## config.mk

```make
export PLATFORM = sky130hd
export DESIGN_NAME = imm_decode_flat
export DESIGN_NICKNAME = d
export VERILOG_FILES = /design/src/rtl/imm_decode_pkg.sv /design/src/rtl/imm_decode_if.sv /design/src/rtl/imm_decode_extract.sv /design/src/rtl/imm_decode.sv /design/src/flat_wrapper.sv
export SDC_FILE = /design/constraint.sdc
export NUM_CORES = 1
export LEC_CHECK = 0
export CAP_MARGIN = 20
export CORE_UTILIZATION = 25
export DETAILED_ROUTE_END_ITERATION = 10
export PLACE_DENSITY = 0.53
export SYNTH_ARGS = -nofsm -noshare
export SYNTH_HDL_FRONTEND = slang
export SYNTH_SLANG_ARGS = --single-unit
```

## constraint.sdc

```tcl
create_clock -name clk -period 2.63 [get_ports clk]
set_clock_uncertainty 0.15 [all_clocks]
set_input_delay 0.263 -clock clk [delete_from_list [all_inputs] [get_ports clk]]
set_output_delay 0.263 -clock clk [all_outputs]
set_load 0.05 [all_outputs]
```

## src/rtl/imm_decode_pkg.sv

```systemverilog
// Shared RISC-V decode definitions: immediate format codes driven by the control
// unit and consumed by the immediate decoder.
package imm_decode_pkg;

    localparam int IMM_XLEN   = 32;
    localparam int IMM_OP_W   = 25;
    localparam int IMM_CTRL_W = 3;

    typedef enum logic [IMM_CTRL_W-1:0] {
        IMM_NONE = 3'd0,
        IMM_I    = 3'd1,
        IMM_S    = 3'd2,
        IMM_B    = 3'd3,
        IMM_U    = 3'd4,
        IMM_J    = 3'd5
    } imm_fmt_e;

    typedef struct packed {
        logic [IMM_XLEN-1:0] imm;
        logic                valid;
    } imm_result_t;

    // Operand bit k corresponds to instruction bit k+7, so inst[31] is op[24].
    function automatic logic [IMM_XLEN-1:0] imm_i(input logic [IMM_OP_W-1:0] op);
        return {{20{op[24]}}, op[24:13]};
    endfunction

    function automatic logic [IMM_XLEN-1:0] imm_s(input logic [IMM_OP_W-1:0] op);
        return {{20{op[24]}}, op[24:18], op[4:0]};
    endfunction

    function automatic logic [IMM_XLEN-1:0] imm_b(input logic [IMM_OP_W-1:0] op);
        return {{19{op[24]}}, op[24], op[0], op[23:18], op[4:1], 1'b0};
    endfunction

    function automatic logic [IMM_XLEN-1:0] imm_u(input logic [IMM_OP_W-1:0] op);
        return {op[24:5], 12'b0};
    endfunction

    function automatic logic [IMM_XLEN-1:0] imm_j(input logic [IMM_OP_W-1:0] op);
        return {{11{op[24]}}, op[24], op[12:5], op[13], op[23:14], 1'b0};
    endfunction

endpackage

```

## src/rtl/imm_decode_if.sv

```systemverilog
// Operand/format request and registered immediate response of the decoder.
interface imm_decode_if;
    import imm_decode_pkg::*;

    logic [IMM_OP_W-1:0]   input_op;
    logic [IMM_CTRL_W-1:0] imm_control;
    logic [IMM_XLEN-1:0]   imm_op;
    logic                  imm_valid;

    modport master (
        output input_op,
        output imm_control,
        input  imm_op,
        input  imm_valid
    );

    modport slave (
        input  input_op,
        input  imm_control,
        output imm_op,
        output imm_valid
    );

endinterface

```

## src/rtl/imm_decode_extract.sv

```systemverilog
// Combinational immediate extraction; unused format codes yield zero with valid low.
module imm_extract
    import imm_decode_pkg::*;
(
    input  logic [IMM_OP_W-1:0]   i_input_op,
    input  logic [IMM_CTRL_W-1:0] i_imm_control,
    output logic [IMM_XLEN-1:0]   o_imm,
    output logic                  o_valid
);

    imm_fmt_e w_fmt;

    assign w_fmt = imm_fmt_e'(i_imm_control);

    always_comb begin
        o_imm   = '0;
        o_valid = 1'b0;
        case (w_fmt)
            IMM_I: begin
                o_imm   = imm_i(i_input_op);
                o_valid = 1'b1;
            end
            IMM_S: begin
                o_imm   = imm_s(i_input_op);
                o_valid = 1'b1;
            end
            IMM_B: begin
                o_imm   = imm_b(i_input_op);
                o_valid = 1'b1;
            end
            IMM_U: begin
                o_imm   = imm_u(i_input_op);
                o_valid = 1'b1;
            end
            IMM_J: begin
                o_imm   = imm_j(i_input_op);
                o_valid = 1'b1;
            end
            default: begin
                o_imm   = '0;
                o_valid = 1'b0;
            end
        endcase
    end

endmodule

```

## src/rtl/imm_decode.sv

```systemverilog
// Immediate decoder: combinational extraction followed by a single output register,
// giving one-cycle latency with synchronous active-high reset.
module imm_decode
    import imm_decode_pkg::*;
#(
    parameter int XLEN = 32
) (
    input  logic          clk,
    input  logic          rst,
    imm_decode_if.slave   bus
);

    logic [IMM_XLEN-1:0] w_imm;
    logic                w_valid;
    logic [XLEN-1:0]     r_imm_op;
    logic                r_imm_valid;

    imm_extract u_extract (
        .i_input_op    (bus.input_op),
        .i_imm_control (bus.imm_control),
        .o_imm         (w_imm),
        .o_valid       (w_valid)
    );

    // Register loads every cycle; reset wins over any in-flight decode.
    always_ff @(posedge clk) begin
        if (rst) begin
            r_imm_op    <= '0;
            r_imm_valid <= 1'b0;
        end else begin
            r_imm_op    <= w_imm;
            r_imm_valid <= w_valid;
        end
    end

    assign bus.imm_op    = r_imm_op;
    assign bus.imm_valid = r_imm_valid;

endmodule

```

## src/flat_wrapper.sv

```systemverilog
// flat-port wrapper written by rule: the top's interface ports become plain ports
module imm_decode_flat import imm_decode_pkg::*;
#(
    parameter int XLEN = 32
)
  (clk, rst, bus_input_op, bus_imm_control, bus_imm_op, bus_imm_valid);
  imm_decode_if bus_i ();
  input  logic clk;
  input  logic rst;
  input wire logic [$bits(bus_i.input_op)-1:0] bus_input_op;
  input wire logic [$bits(bus_i.imm_control)-1:0] bus_imm_control;
  output wire logic [$bits(bus_i.imm_op)-1:0] bus_imm_op;
  output wire logic [$bits(bus_i.imm_valid)-1:0] bus_imm_valid;
  assign bus_i.input_op = bus_input_op;
  assign bus_i.imm_control = bus_imm_control;
  assign bus_imm_op = bus_i.imm_op;
  assign bus_imm_valid = bus_i.imm_valid;
  imm_decode #(.XLEN(XLEN)) u_core (.clk(clk), .rst(rst), .bus(bus_i));
endmodule
```

==> results of run 1 <==
==> critical path: cells and delay by family <==
family | cells | cell delay [ns]
compound gates | 1 | 0.18
buf+inv | 1 | 0.68
simple gates | 2 | 0.76
==> power by group through the flow <==
stage	Combinational (W)	Sequential, W	Clock [W]
2_1_floorplan	0.0000537	0.000642	0
3_3_place_gp	0.000253	0.000546	0
3_5_place_dp	0.000255	0.000546	0
4_1_cts	0.000256	0.000535	0.000375
5_1_grt	0.000268	0.000537	0.000403
6_report	0.000254	0.000534	0.000366
==> path summary, 6_finish.rpt <==
check / from / to / slack, ns
hold / removal: bus_input_op[5] / u_core.bus.imm_op[12] / 0.38
setup / recovery: bus_imm_control[1] / u_core.bus.imm_op[27] / 0.80
==> area by class of cell <==
cell class                      instances  area, sq um
Clock buffer                            5        68.82
Clock inverter                          3        17.52
Tap cell                               52        65.06
Multi-Input combinational cell         73        404.1
Timing Repair Buffer                   63        628.1
Sequential cell                        33        660.6
Fill cell                             412         2510
==> stage by stage <==
stage / utilization / hold WS (ns) / worst slack, ns
after global placement: 0.4037 / 0.6773 / 0.6145
after CTS: 0.4236 / 0.3804 / 0.7918
after global routing: 0.4236 / 0.3831 / 0.6755
final: 0.4236 / 0.3840 / 0.8009
after floorplan: - / 0.2347 / 1.336
after detailed placement: 0.4037 / 0.6761 / 0.5225
==> cells by family after synthesis <==
family                 Yosys count  synth area share
buffers and inverters           10           0.05966
flip-flops                      33            0.5834
AO/OA/AOI/OAI                   30            0.1525
AND/OR/NAND/NOR                 42            0.1956
multiplexers                     1          0.008840
==> synthesized netlist by cell type (2+ instances only) <==
cell / count / area (sq um)
dfxtp_1: 33 / 660.6
a21oi_1: 21 / 105.1
nand2_1: 21 / 78.83
and2_1: 7 / 43.79
a22oi_1: 3 / 22.52
buf_2: 3 / 15.01
buf_6: 3 / 33.78
clkbuf_1: 3 / 11.26
nand3b_1: 3 / 22.52
nor2_1: 3 / 11.26
o31a_1: 2 / 17.52
==> cells in the final DEF (no fill, tap or decap) <==
cell type,count
o31a_1,2
nor3_1,1
o21a_1,1
nor2_1,3
and3_1,1
a21o_1,1
nor3b_2,1
mux2i_1,1
a22oi_1,3
clkdlybuf4s50_1,62
a211oi_1,1
buf_4,1
and2b_1,1
and2_1,7
nor2b_4,1
dfxtp_1,33
nand3b_1,3
nor3b_1,1
clkbuf_8,5
o21ai_0,1
or2_1,1
nor2b_1,1
clkinvlp_4,1
nand2_1,21
a21oi_1,21
clkinv_2,2
==> per-layer routing <==
layer  wire length, um  vias up  GRT usage
li1                  -      502          -
met1              1320      450     0.1539
met2              1266       44     0.1974
met3               202        6    0.04942
met4                67        0    0.06803
met5                 0        -          0
==> sequential cells by signal, summed over array words and instances (netlist names) <==
signal / count
u_core.bus.imm_op: 32
u_core.bus.imm_valid: 1
==> flow_summary.toml, run 1 <==
[pwr]
p_sw_w = 0.0003430
leakagePower_nw = 0.6849
p_per_area_nw_per_um2 = 626.4
combPwrFrac = 0.220
seq_power_share = 0.463
vdd_drop_max_v = 0.0002340
power.internal_w = 0.0008122
power.share.switching = 0.2970
total_power_w = 0.001155
power_frac_clock = 0.317

[sta]
finalSetupViolCount = 0
rsz0062_at_grt = "no"
fin_setup_tns_ns = 0
relSlewSlack = 0.5884
min_period_ns = 1.829
maxSlewViolCount = 0
finalHoldViolCount = 0
tightest_slew_ns = 0.6147
clock.fmax_mhz = 546.7
post-route-period-util = 0.6955

[drt]
drc_errors = 0
routedWlPerCell_um = 12.47
totalWireLength_mm = 2.856
vias_per_cell = 4.376
postRouteAntennaNets = 0
first_iter_violations = 50
firstDrtPassIters = 4
vias = 1002

[floorplan]
initial_utilization = 0.2601
core_sq_um = 4354
die_width_um = 69.30
dieArea_sq_um = 4802
pin_count = 63
fp.dieH_um = 69.30
num_rows = 24

[global_route]
grt_usage = 0.1282
grt_max_degree = 25
antenna_found_initial = 0
grt-ovfl-total = 0
grt_first_pass_wirelength_mm = 4.740
first_global_vias = 964

[critical_path]
path_cells = "clkdlybuf4s50_1 > nor3b_2 > nand2_1 > a21oi_1"
critical_path_class = "input pin to flop"
crit_slowest_cell = "clkdlybuf4s50_1"
max_stage_delay_ns = 0.68
critPathLaunchType = "input pin"
required_ns = 2.69
critPathArrivalTime_ns = 1.89
cp_max_fo = 14
cp-end-kind = "flop"

[job]
drv_cap = 0

[logic_synthesis]
ys_ff_latch = 33
postSynthCellCount = 116
synth_ff_type = "dfxtp_1"
avgSynthCellArea_sq_um = 9.762
synth.net_count = 146
yosysUniqueCellTypes = 25
syn_area_sq_um = 1132
synth_edf_count = 0
yosysSeqAreaShare = 0.5834
ys_warn_count = 0
synthArstFlopShare = 0

[place]
gp_congestion = 0.7057
dpl_cell_area_sq_um = 1758
io_buffers = 62
place_inst = 221
hpwl_mm = 2.164

[finish]
diodes = 0
fin_cells = 229
drive_above_1_share = 0.06215
syn2layout_area_growth_pct = 62.87
layout.nets = 206
post-route-cell-area_sq_um = 1844

[clocking]
cts_tree = "built"
clockRootBuffer = "clkbuf_8"
cts.hold.buffers_added = 0
cts_resized = 0
cts.sink_count = 33
path_clk_slew_ns = 0.07
cts_max_path_buffers = 2
post-cts-setup-buffers = 0
cts_inserted_buffers = 5
htree_levels = 2

[min_path]
worstHoldPathCells = 3
hold_path.class = "input pin to flop"

[status]
status = "finished clean"
No activity file was read; power rests on OpenSTA's default activity.
==> run 2, diff against run 1 <==
--- a/config.mk
+++ b/config.mk
@@ -8,7 +8,7 @@
 export CAP_MARGIN = 20
 export CORE_UTILIZATION = 25
 export DETAILED_ROUTE_END_ITERATION = 10
-export PLACE_DENSITY = 0.53
+export PLACE_DENSITY = 0.55
 export SYNTH_ARGS = -nofsm -noshare
 export SYNTH_HDL_FRONTEND = slang
 export SYNTH_SLANG_ARGS = --single-unit
==> constraint.sdc (replaced) <==
create_clock -name clk -period 1.6 [get_ports clk]
set_clock_uncertainty 0.15 [all_clocks]
set_input_delay 0.16 -clock clk [delete_from_list [all_inputs] [get_ports clk]]
set_output_delay 0.16 -clock clk [all_outputs]
set_load 0.05 [all_outputs]
==> run 2 against run 1 <==
Net effect:
- clock power rose by 61%
- die area did not move
- critical endpoint is now u_core.bus.imm_op[11]
- worst hold slack got worse by 0.10 ns
- total power rose by 64%
- worst setup slack got worse by 0.58 ns
==> flow_summary.toml, run 2 (synthesis gave the netlist of run 1 again) <==
[pwr]
p_per_area_nw_per_um2 = 1029
vdd_drop_max_v = 0.0004019
leakagePower_nw = 0.7904

[floorplan]
fp.dieH_um = 69.30
num_rows = 24
core_sq_um = 4354
dieArea_sq_um = 4802
initial_utilization = 0.2601
die_width_um = 69.30
pin_count = 63

[drt]
drc_errors = 0
first_iter_violations = 27
wl_met3_um = 265
top_layer = "met4"
postRouteAntennaNets = 0
wl_met2_mm = 1.432
routedWlPerCell_um = 12.18
wl_met1_mm = 1.192
vias = 1046
totalWireLength_mm = 2.911
firstDrtPassIters = 4
vias_per_cell = 4.377

[clocking]
post-cts-setup-buffers = 0
cts_resized = 0
cts_max_path_buffers = 2
clockRootBuffer = "clkbuf_8"
cts_inserted_buffers = 5
cts_tree = "built"
path_clk_slew_ns = 0.07
cts.hold.buffers_added = 0
htree_levels = 2
cts.sink_count = 33

[global_route]
antenna_found_initial = 0
grt_first_pass_wirelength_mm = 4.705
first_global_vias = 1050
grt_max_degree = 25
grt_usage = 0.1230
grt-ovfl-total = 0

[finish]
drive_above_1_share = 0.2888
syn2layout_area_growth_pct = 62.21
layout_common_cells = "44 x buf_4, 33 x dfxtp_1, 29 x clkdlybuf4s50_1"
largest_register_ffs = 32
regArea_sq_um = 660.6
fin_cells = 239
layout.nets = 216
final_common_cell = "buf_4"
fillers = 419
diodes = 0
multiInputGateArea_sq_um = 404.1

[min_path]
hold_path.class = "input pin to flop"

[sta]
min_period_ns = 1.374
setup_ws_ns = 0.2259
post-route-period-util = 0.8588
rsz0062_at_grt = "no"
finalSetupViolCount = 0
relSlewSlack = 0.8210
whs_ns = 0.2806
maxSlewViolCount = 0
finalHoldViolCount = 0
tightest_slew_ns = 0.2656
clock.fmax_mhz = 727.7

[critical_path]
max_stage_delay_ns = 0.50
critPathArrivalTime_ns = 1.39
startpoint = "bus_imm_control[1]"
endpoint = "u_core.bus.imm_op[11]"
cp-end-kind = "flop"
cp_max_fo = 7
critical_path_class = "input pin to flop"
crit_slowest_cell = "clkdlybuf4s50_1"
crit_cells = 5
path_delay_family = "buffers and inverters"
critPathLaunchType = "input pin"
path_cells = "clkdlybuf4s50_1 > buf_4 > mux2i_1 > nor3b_1 > o31a_1"
required_ns = 1.62
critPathBufInv = 2

[job]
drv_cap = 0

[place]
hpwl_mm = 2.243
dp_worst_setup_slack_ns = -0.08605
gp_congestion = 0.7361
place_inst = 231
io_buffers = 62

[status]
status = "finished clean"
==> run 2: worst min-delay path, cell delays in order <==
cell	delay, ns
clkdlybuf4s50_1	0.39
nand2_1	0.06
a21oi_1	0.05
==> run 2: layer usage <==
layer  global-route usage  up-vias
li1                     -      524
met1               0.1313      475
met2               0.2125       43
met3              0.05814        4
met4              0.04082        0
met5                    0        -
==> run 2: where the power goes <==
part           switching, W  internal [W]  total [W]
combinational      0.000253      0.000169   0.000422
clock              0.000289      0.000300   0.000588
sequential        0.0000133      0.000867   0.000880
total              0.000555       0.00134    0.00189
==> run 2: worst min-delay path by stage <==
stage	slack, ns	endpoint	from	cells after the start
floorplan	0.13	u_core.bus.imm_op[10]	bus_input_op[23]	1
global placement	0.46	bus_imm_op[31]	u_core.bus.imm_op[31]	1
detailed placement	0.46	bus_imm_op[4]	u_core.bus.imm_op[4]	1
CTS	0.27	u_core.bus.imm_op[1]	bus_input_op[1]	3
global route	0.27	u_core.bus.imm_op[19]	bus_input_op[12]	3
finish	0.28	u_core.bus.imm_op[1]	bus_input_op[1]	3
==> run 2: layout make-up <==
| cell class | instances | share of cell area |
|---|---|---|
| Clock buffer | 5 | 0.03747 |
| Timing Repair Buffer | 73 | 0.3379 |
| Tap cell | 52 | 0.03542 |
| Sequential cell | 33 | 0.3597 |
| Clock inverter | 3 | 0.009537 |
| Multi-Input combinational cell | 73 | 0.2200 |
==> run 2: per-stage QoR <==
| stage | setup TNS [ns] | power (W) | area [sq um] | utilization |
|---|---|---|---|---|
| 3_3_place_gp | 0 | 0.001317 | 1750 | 0.4020 |
| 4_1_cts | 0 | 0.001922 | 1837 | 0.4218 |
| 6_report | 0 | 0.001891 | 1837 | 0.4218 |
| 5_1_grt | 0 | 0.001987 | 1837 | 0.4218 |
| 3_5_place_dp | -0.1051 | 0.001323 | 1750 | 0.4020 |
| 2_1_floorplan | 0 | 0.001144 | 1132 | - |
==> RTL change: new RTL, settings of run 1 <==
Reset style: asynchronous (`rst`), changed in one clocked block. Comments in the files are not updated.
--- a/src/rtl/imm_decode.sv
+++ b/src/rtl/imm_decode.sv
@@ -23,7 +23,7 @@
     );
 
     // Register loads every cycle; reset wins over any in-flight decode.
-    always_ff @(posedge clk) begin
+    always_ff @(posedge clk or posedge rst) begin
         if (rst) begin
             r_imm_op    <= '0;
             r_imm_valid <= 1'b0;
Check against the original RTL: differs if rst is asserted again (counterexample within 4 cycles, from zero or initial values and one cycle with rst high); with rst held inactive, the same outputs for 10 cycles.
==> RTL change against run 1 <==
- area after synthesis increased by 10%
- routed wire length increased by 8.2%
- combinational power increased by 29%
- sequential cell count unchanged
- setup slack got worse by 23 ps
- total power increased by 8.3%
- sequential power increased by 3.7%
- final area increased by 8.9%
==> RTL change: results (changes against run 1) <==
| Metric | Value |
|---|---|
| Status | finished, final reports clean |
| Sw power | 0.399 mW (+16%) |
| Routing usage on met1 | 15.7% (+0.33 points) |
| Yosys Warn Count | 0 (unchanged) |
| Synth area leaders | dfrtp_1, a21o_1, nand2_1 |
| Layout cells sized above 1 | 9.58% (+3.4 points) |
| Port bufs | 62 (unchanged) |
| Worst VDD drop | 0.000188 V (-19%) |
| Slowest stage delay, CP | 800 ps (+120 ps) |
| Overall Global Routing Usage | 12.5% (-0.36 points) |
| Post-synthesis sequential area ratio | 66.2% (+7.9 points) |
| Number of iterations in the first detailed-routing pass | 4 (unchanged) |
| Layout net count | 196 (-4.9%) |
| Total CTS buffers | 5 (unchanged) |
| Clock transition at path regs | 70 ps (about the same) |
| GP Congestion | 0.739 (+4.8%) |
| Post-synth net total | 132 (-9.6%) |
| Avg Inst Size Synth | 12.2 um^2 (+25%) |
| CTS resizes | 0 (unchanged) |
| Crit share post-route | 70.4% (+0.88 points) |
| Synth cell count leaders | dfrtp_1, nand2_1, o21ai_0, a21o_1, and2_1 |
| Min-Delay Path Class | in -> async |
| Crit path launch | u_core.bus.imm_op[1]$_DFF_PP0_ |
| First-pass GRT wire length | 4.80 mm (+1.2%) |
| LEAKAGE | 0.900 nW (+31%) |
| Synth unique cells | 25 (unchanged) |
| Relative slew slack | 60.8% (+1.9 points) |
| Routed met2 length | 1.44 mm (+14%) |
| WL met1 | 1.35 mm (+2.3%) |
| Commonest register cell after synthesis | dfrtp_1 |
| DRT iter0 DRCs | 41 (-18%) |
| GR met3 Demand/Resource | 4.70% (-0.25 points) |
| Vias in the first global route | 969 (+0.52%) |
| Min Hold Slack | 232 ps (-152 ps) |
| Crit path to | bus_imm_op[1] |
| HPWL after detailed placement | 2.32 mm (+7.0%) |
| CP Max Fanout | 1 (-13) |
| Final Non-Filler Cells | 234 (+2.2%) |
| Arr. time, crit path | 1440 ps (-450 ps) |
| Post-synth ARST share | 100% (+100 points) |
| Vias/cell | 4.09 (-6.5%) |
| Cell family with most CP delay | buffers and inverters |
| Final wirelength | 3.09 mm (+8.2%) |
| Met3 routed WL | 240 um (+19%) |
| Worst slack, placed | 612 ps (+89.8 ps) |
| Placed Area | 0.00192 mm^2 (+9.3%) |
| Internal | 0.852 mW (+4.9%) |
| Met2 global-route usage | 18.9% (-0.84 points) |
| Reg power frac | 44.3% (-2.0 points) |
| Largest net degree at the start of global routing | 34 (+36%) |
## RTL change: changes by cell type in the layout (fill, tap and decap cells not counted), moves of 2 or more
cell      change
dfrtp_1      +33
dfxtp_1      -33
a21oi_1      -19
o21ai_0      +10
a21o_1        +7
nand2_1       -6
a22o_1        +3
a22oi_1       -3
nand3b_1      -3
o21ai_2       +2
o31a_1        -2
## RTL change: kinds of logic (layout without fill, tap and decap cells)
kind of cell | count (synthesis) | count (layout) | synth area share [%]
multiplexers | 2 | 2 | 1.71
flip-flops | 33 | 33 | 66.2
buffers and inverters | 8 | 73 | 3.91
AND/OR/NAND/NOR | 31 | 31 | 13.5
AO/OA/AOI/OAI | 28 | 28 | 14.6
## RTL change: cell type report
type	count	area, um^2
Clock inverter	3	17.5
Clock buffer	5	68.8
Multi-Input combinational cell	61	373
Inverter	1	3.75
Timing Repair Buffer	64	636
Sequential cell	33	826
Tap cell	67	83.8
Fill cell	456	2750
